<file path="src/rtl/toggle_cover_collector.sv">
// Toggle-coverage collector: sticky first-hit map, running covered count, and a
// valid/ready stream that reports each newly covered point, lowest index first.
module toggle_cover_collector #(
  parameter int              WIDTH       = 130,
  parameter longint unsigned COVER_INDEX = 64'd0,
  parameter int              CNT_W       = $clog2(WIDTH + 1)
) (
  input  logic              gbl_clk,
  input  logic              reset,
  input  logic [WIDTH-1:0]  valid,
  input  logic              clear,
  output logic              out_valid,
  input  logic              out_ready,
  output logic [63:0]       out_index,
  output logic [CNT_W-1:0]  covered_count,
  output logic              all_covered
);

  localparam int IDX_W = (WIDTH > 1) ? $clog2(WIDTH) : 1;

  logic [WIDTH-1:0] covered;
  logic [WIDTH-1:0] pending;
  logic [WIDTH-1:0] new_hits;
  logic [WIDTH-1:0] sel_onehot;
  logic [WIDTH-1:0] take_mask;
  logic [CNT_W-1:0] new_cnt;
  logic [CNT_W-1:0] count_next;
  logic [IDX_W-1:0] sel_idx;
  logic             slot_free;
  logic             load;

  // A bit reports only on its first hit within a clear epoch.
  assign new_hits  = valid & ~covered;
  assign slot_free = !out_valid || out_ready;
  assign load      = slot_free && (pending != '0);

  // Two's-complement trick isolates the lowest set pending bit.
  assign sel_onehot = pending & (~pending + WIDTH'(1));
  assign take_mask  = load ? sel_onehot : '0;
  assign count_next = covered_count + new_cnt;

  // NOTE: every variable written in always_comb gets a default first, so no
  // path leaves it unassigned and no latch is inferred.
  always_comb begin
    new_cnt = '0;
    for (int i = 0; i < WIDTH; i++) begin
      new_cnt = new_cnt + CNT_W'(new_hits[i]);
    end
  end

  // Scanning downward lets the lowest set bit win.
  always_comb begin
    sel_idx = '0;
    for (int i = WIDTH - 1; i >= 0; i--) begin
      if (pending[i]) sel_idx = IDX_W'(i);
    end
  end

  // NOTE: state uses non-blocking assignments so every register samples the
  // pre-edge values of the others, regardless of statement order.
  always_ff @(posedge gbl_clk) begin
    if (!reset) begin
      // NOTE: the maps are plain flops with a real reset value; coverage must
      // start empty, so they are reset rather than treated as uninitialised RAM.
      covered       <= '0;
      pending       <= '0;
      out_valid     <= 1'b0;
      out_index     <= '0;
      covered_count <= '0;
      all_covered   <= 1'b0;
    end else if (clear) begin
      // out_index keeps its last value; same-cycle hits and handshakes are dropped.
      covered       <= '0;
      pending       <= '0;
      out_valid     <= 1'b0;
      covered_count <= '0;
      all_covered   <= 1'b0;
    end else begin
      covered       <= covered | new_hits;
      pending       <= (pending & ~take_mask) | new_hits;
      covered_count <= count_next;
      all_covered   <= (count_next == CNT_W'(WIDTH));
      if (slot_free) begin
        out_valid <= load;
        if (load) out_index <= COVER_INDEX + 64'(sel_idx);
      end
    end
  end

endmodule

</file>
<file path="config.mk">
export PLATFORM = sky130hd
export DESIGN_NAME = toggle_cover_collector
export DESIGN_NICKNAME = d
export VERILOG_FILES = /design/src/rtl/toggle_cover_collector.sv
export SDC_FILE = /design/constraint.sdc
export NUM_CORES = 1
export LEC_CHECK = 0
export CORE_MARGIN = 2
export CORE_UTILIZATION = 40
export DETAILED_ROUTE_END_ITERATION = 10
export HOLD_SLACK_MARGIN = 0.15
export PLACE_DENSITY = 0.66
export SLEW_MARGIN = 20
export SYNTH_ARGS = -nofsm -noshare
export SYNTH_HDL_FRONTEND = slang
export SYNTH_SLANG_ARGS = --single-unit
</file>
<file path="constraint.sdc">
create_clock -name gbl_clk -period 16.1 [get_ports gbl_clk]
set_input_delay 3.22 -clock gbl_clk [delete_from_list [all_inputs] [get_ports gbl_clk]]
set_output_delay 3.22 -clock gbl_clk [all_outputs]
set_load 0.01 [all_outputs]
</file>
==> run summary, run 1 <==
The number of pins with negative max-slew slack in the final report came out at 0. The number of DRC markers in iteration 0 came out at 957. The global-route wire length before repair came out at 72100 µm. The end of the worst register-to-register path is all_covered. The maximum clock path buffer count is 3. Using the TritonRoute via totals, the vias-per-cell ratio works out to 5.19. The startpoint class of the critical path is a primary input. The count of antenna diodes in the layout came out at 0. Setup repair after global routing left no endpoint under its margin. The number of gates resized after CTS was 0.

The area of the core came out at 38700 µm². TritonCTS built the clock tree. By startpoint and endpoint, the worst setup path is classified as in -> reg. The worst reg-to-reg path cell count is 23. The cell count after synthesis is 1819. The number of clock buffers inserted by TritonCTS came out at 31. The total of fill cells in the finished design came out at 3730. The relative slew slack is 0.290. The top-level I/O count is 208.

The flop and latch count out of synthesis is 278. The first-pass iteration count of the detailed router is 8. The number of setup violations in the final report is 0.

The hold violation count in the final report came out at 0. The required time of the critical path is 16590 ps. The count of hold buffers inserted by post-cts repair is 0. The die area came out at 41000 µm². For the pin with the worst max-slew slack, the measured transition is 1060 ps. The synthesized cell area came out at 15800 µm².

For hold timing, the worst endpoint is covered[65]. The overflow left after global routing is 0. The highest clock rate is 91.4 MHz.

The tightest min-delay check is of the reg -> reg type. The post-detailed-route count of antenna-violating nets came out at 0. The setup total negative slack came out at 0 ps. The commonest cells after synthesis are nor2_1 (379), dfxtp_1 (278), inv_1 (138), fa_1 (120), a21oi_1 (115).

The number of antenna violations at the first check in global routing came out at 1. The worst flop-to-flop path startpoint is covered[30]. The remaining design rule violation count is 0. In this run the register-to-register setup slack is 7990 ps.

The stage delay of the slowest cell on the critical path came out at 570 ps. The overall fraction of global-route tracks in use is 0.227. For this configuration, the core starts out at a cell density of 0.407. The cell sitting at the root of the clock tree is a clkbuf_16. For the final database, setup skew stands at 13.3 ps. The layout net count came out at 2248. The synthesis-to-layout area growth is 18.1%.

The die is 202 µm tall. Counting every sink on the clock net gives 278. The share of flip-flops with an asynchronous set or reset after synthesis is 0. The HPWL after detailed placement is 37100 µm. The wire length per cell came out at 18.7 µm.

The weighted congestion at the end of routability-driven global placement is 0.929. The critical hold path startpoint is covered[65]. The most used standard cell by instance count after synthesis is nor2_1.

The number of max-cap violations came out at 0. From left edge to right edge, the die measures 202 µm. The worst path buffer plus inverter count is 5. The signal arrival time at the worst endpoint is 11440 ps. The final wirelength is 46800 µm.

In the final layout, the share of cells above drive strength 1 is 0.0550. During placement, the flow inserted port buffers numbering 151. The number of setup buffers added after CTS is 0. The cell that appears most often on the critical path is fa_1. The count of distinct cell types in the synthesized netlist is 81. The number of global-route vias before repair is 12700.

For the worst-skew pair, the clock arrives at the later sink with an insertion delay of 580 ps. By area the synthesized netlist is led by dfxtp_1 (35%), fa_1 (15%), nor2_1 (9.0%). Traced cell by cell, the critical path runs through clkdlybuf4s50_1, nor2b_1, fa_1, inv_1, fa_1, fa_1, inv_1, fa_1, inv_1, fa_1, fa_1, fa_1, fa_1, fa_1, fa_1, inv_1, fa_1, fa_1, a21o_1, a21oi_1, xnor2_1, nand2_1, or3_1, nor4bb_1. The clock transition at the register clock pins on the worst setup and hold paths after CTS came out at 70 ps. The number of enable flip-flop cells after synthesis came out at 0. The fraction of synthesized cell area taken by the top area cell type is 0.353. Of the available clock period, the critical path in the final layout requires 0.680. The most used flip-flop cell after synthesis is dfxtp_1.

The critical path capture point type is a flip-flop. The largest net degree at the start of global routing came out at 97. The H-tree depth reported by CTS is 1. The shortest clock period the worst path allows after layout is 10950 ps. The sequential area share after synthesis is 0.353. The library cell with the largest summed area after synthesis is dfxtp_1. The count of warnings emitted by yosys is 0. The run finished with clean final reports. The detailed router placed 13000 vias in this run. The average size of a mapped cell is 8.66 µm². The row count came out at 72.

Along the worst hold path, the cell count comes to 2. The largest driver fanout on the critical path is 3. The kind of cell with the highest combined delay along the critical path is adder cells. The library cell contributing the largest single delay on the critical path is fa_1.
## worst max path at each step
stage	start	to	slack [ps]	cells past startpoint
2_1_floorplan	valid[16]	all_covered	5450	23
3_3_place_gp	valid[46]	all_covered	4690	24
3_5_place_dp	valid[30]	all_covered	4530	24
4_1_cts	valid[30]	all_covered	5140	24
5_1_grt	valid[32]	all_covered	4680	24
6_report	valid[30]	all_covered	5150	24
## worst reg2reg max path: cells and delay by family (launching register included)
kind	cells	cell delay, ps
AND/OR/NAND/NOR	4	860
AO/OA/AOI/OAI	2	380
adder cells (fa/ha/maj)	12	5980
flip-flops	1	310
buffers and inverters	4	320
XOR/XNOR	1	170
## metal layers
metal,track usage,part of all wire
met4,0.0555,0.024
met5,0,0.00032
met2,0.375,0.47
met3,0.0515,0.076
met1,0.300,0.43
## flip-flops by register name (all words and copies together) (netlist names)
| register | flops |
|---|---|
| out_index | 8 |
| covered_count | 8 |
| pending | 130 |
| covered | 130 |
| out_valid | 1 |
| all_covered | 1 |
## kinds of logic (layout without fill, tap and decap cells)
family          Yosys count  in the layout  synth area share
compound gates          324            324             0.131
xor+xnor                  9              9           0.00500
fa+ha+maj               155            155             0.180
buf+inv                 245            354            0.0730
flops                   278            278             0.353
other cells               1             56          0.000238
simple gates            807            807             0.257
## final cells by class
cell class / count / area [µm²] / area share
clock buffers: 41 / 873 / 0.0469
clock inverters: 16 / 170 / 0.00914
inverters: 138 / 518 / 0.0278
multi-input cells: 1351 / 9270 / 0.498
flip-flops and latches: 278 / 5570 / 0.299
well taps: 518 / 648 / 0.0348
repair buffers: 159 / 1570 / 0.0844
## placed cells by master, fill, tap and decap left out, types with 8 or more instances in the layout
cell type,count
a211oi_1,11
buf_4,8
inv_1,138
o31a_1,8
or4_1,13
clkdlybuf4s50_1,151
nor2b_1,80
o31ai_1,22
a21oi_1,115
nand3_1,22
nand4_1,12
nor4_2,8
or2_2,10
o21ai_0,76
ha_1,35
dfxtp_1,278
clkbuf_16,31
a31oi_1,12
nor4_1,52
nand2_1,69
clkinv_2,8
fa_1,120
conb_1,56
o21a_1,14
nor2_1,379
nand2b_1,74
nor3_1,40
## metrics by stage
step | cells | utilization | hold slack [ps] | setup WS (ps) | cell area [µm²]
finish | 2501 | 0.481 | 452 | 5150 | 18600
global route | 2501 | 0.481 | 477 | 4680 | 18600
global placement | 2444 | 0.454 | 436 | 4690 | 17600
detailed placement | 2444 | 0.454 | 443 | 4530 | 17600
floorplan | 1874 | - | 426 | 5450 | 16000
CTS | 2501 | 0.481 | 458 | 5140 | 18600
Power of run 1 is left out: the tool's default activity adds up to more than one toggle a clock period on the data nets, which glitch-free logic cannot reach.
==> run 2, diff against run 1 <==
PLACE_DENSITY = 0.68   (was 0.66)
clock period = 9.05 ns   (was 16.1 ns; I/O delays follow)
==> run 2 against run 1 <==
Clock-buffer cell count grew 5. Core utilization grew 3.6 points. Critical endpoint unchanged. Cell count grew 4.4%. Largest cell class unchanged. Highest routed layer is now met4. Register-to-register slack lost 6900 ps. Non-clock buffer count grew 108.
==> run summary, run 2 (synthesis gave the netlist of run 1 again) <==
The critical path goes through dlygate4sd2_1, nor2b_4, fa_1, inv_2, fa_1, fa_1, fa_1, inv_2, fa_1, inv_1, fa_1, fa_1, fa_1, fa_1, fa_1, inv_2, fa_2, fa_2, a21o_1, a21oi_2, xnor2_1, nand2_1, or3_4, nor4bb_4. After the flow finishes, the layout carries non-filler instances totaling 2610. In this run the number of H-tree levels came out at 2. The kind of cell with the highest combined delay along the critical path is adder cells. The first detailed-routing pass took 5 iterations. The tool flagged a number of max-cap violations equal to 0. The count of hold buffers inserted by post-cts repair is 0. The initialized floorplan defines 72 standard-cell rows. Setup violations remaining at the end of the flow were counted as 0.

For this run, the slowest stage of the critical path takes 560 ps. The first global-routing pass estimated 72000 µm of wire. The relative slew slack is 0.260. The die covers 41000 µm². The number of antenna violations at the first check in global routing is 0. The hold violation count in the final report came out at 0.

The number of global-route vias before repair came to 12900. The largest driver fanout on the critical path came out at 2. For the final database, setup skew stands at 30.7 ps.

The height of the die came out at 202 µm. The detail route stage leaves a number of antenna-violating nets equal to 0. The routed layout has 13500 vias.

The final wirelength came out at 47600 µm. Among all stages on the critical path, the largest delay is contributed by fa_1. The remaining design rule violation count is 0. The run finished with clean final reports. Counting the buffers created by CTS gives 34. The clock latency on the worst-skew pair came out at 550 ps.

The maximum clock path buffer count is 3. In this run the standard cell core region covers 38700 µm². The worst path buffer plus inverter count came out at 5. The placed cell count is 2530. The slew at the pin closest to its max-slew limit came out at 1110 ps. Leaving out fill and tap cells, the most frequent cells in the layout are nor2_1 (379), dfxtp_1 (278), inv_1 (115), buf_4 (115), a21oi_1 (114). The number of cells traversed by the worst hold path came out at 2.

The critical path runs through a total of 24 cells. The weighted congestion at the end of routability-driven global placement is 0.924. The critical path is of the in -> reg type. Clock-pin slew was measured on the worst setup and hold paths at 60 ps. 208 I/O pins were placed.

The min-delay analysis places its worst path in the category reg -> reg. The signal arrival time at the worst endpoint is 9480 ps. Clock tree synthesis selected as its root buffer the cell clkbuf_16. STA classifies the critical path endpoint as a flip-flop. The overall fraction of global-route tracks in use came out at 0.228. After routing, the total negative slack on setup checks comes to 0 ps.

Buffers placed on the I/O ports in this run total 151. Setup repair after global routing could not meet its margin everywhere. Of the cells placed in the final design, the portion with a size suffix greater than 1 is 0.141. The die extent in x is 202 µm. Relative to the synthesized area, the layout overhead comes to 27.0%. The worst reg-to-reg path cell count came out at 23.

The overflow left after global routing came out at 0. The startpoint class of the critical path is a primary input. The largest net degree at the start of global routing came out at 124.

The library cell used most frequently in the layout, excluding fill and tap cells, is nor2_1. The final worst hold slack is 453 ps. The largest registers in the layout are covered (130), pending (130). The required time of the critical path is 9500 ps. The total of fill cells in the finished design is 3626. TritonCTS built the clock tree. 0 antenna diodes ended up in the layout. The number of pins with negative max-slew slack in the final report is 0.

The ratio of final minimum period to clock period is 0.998. Once detailed placement completed, the half-perimeter wirelength came to 37000 µm. The mean number of vias per cell is 5.18. The wire length per cell is 18.2 µm.

The layout net count is 2359. CTS saw 278 sinks. The highest clock rate is 111 MHz. Counting stages on the worst path, the most repeated cell is fa_1. The shortest clock period the worst path allows after layout is 9030 ps. The starting utilization of the core area came out at 0.407.

The number of DRC markers in iteration 0 came out at 950.
## run 2: cell types whose count changed in the layout (fill, tap and decap cells not counted), sizes merged, moves of 2 or more
cell           change
buf              +109
clkbuf             +6
clkdlybuf4s15      +2
clkdlybuf4s50     -62
clkinv             -5
dlygate4sd2        +4
dlymetal6s2s      +54
## run 2: path summary, 6_finish.rpt
kind	end	slack, ps	startpoint
worst max-delay path	all_covered	20	valid[64]
worst min-delay path	covered[43]	450	covered[43]
worst max register to register	all_covered	1080	covered[72]
worst min register to register	covered[43]	450	covered[43]
## run 2: timing repair
item,CTS,global route
setup endpoints to repair,3,6
hold endpoints to repair,0,0
pin swaps,39,66
gates resized for setup,51,138
setup buffers,3,20
## run 2: layout make-up
type	count	area, µm²	area share
multi-input cells	1351	9650	0.482
flip-flops and latches	278	5570	0.278
repair buffers	267	2520	0.126
clock buffers	46	926	0.0463
well taps	518	648	0.0324
inverters	138	518	0.0259
clock inverters	12	184	0.00919
## run 2: worst min-delay path, cell delays in order (launching register included)
cell     delay [ps]
dfxtp_1         320
nor2_1           40
nor2_1           60
## run 2: per-stage QoR
step           worst slack [ps]  instance area, µm²   util
3_3_place_gp               -813               18200  0.471
4_1_cts                    -249               19500  0.503
3_5_place_dp               -952               18200  0.471
6_report                   16.7               20000  0.517
2_1_floorplan              14.8               16000      -
5_1_grt                    -218               20000  0.517
## run 2: per-layer routing
layer  GRT usage  wire length [µm]
met4      0.0782              1390
met3      0.0538              3460
met1       0.301             20600
met5           0                 0
met2       0.369             22100
Power of run 2 is left out for the same reason.
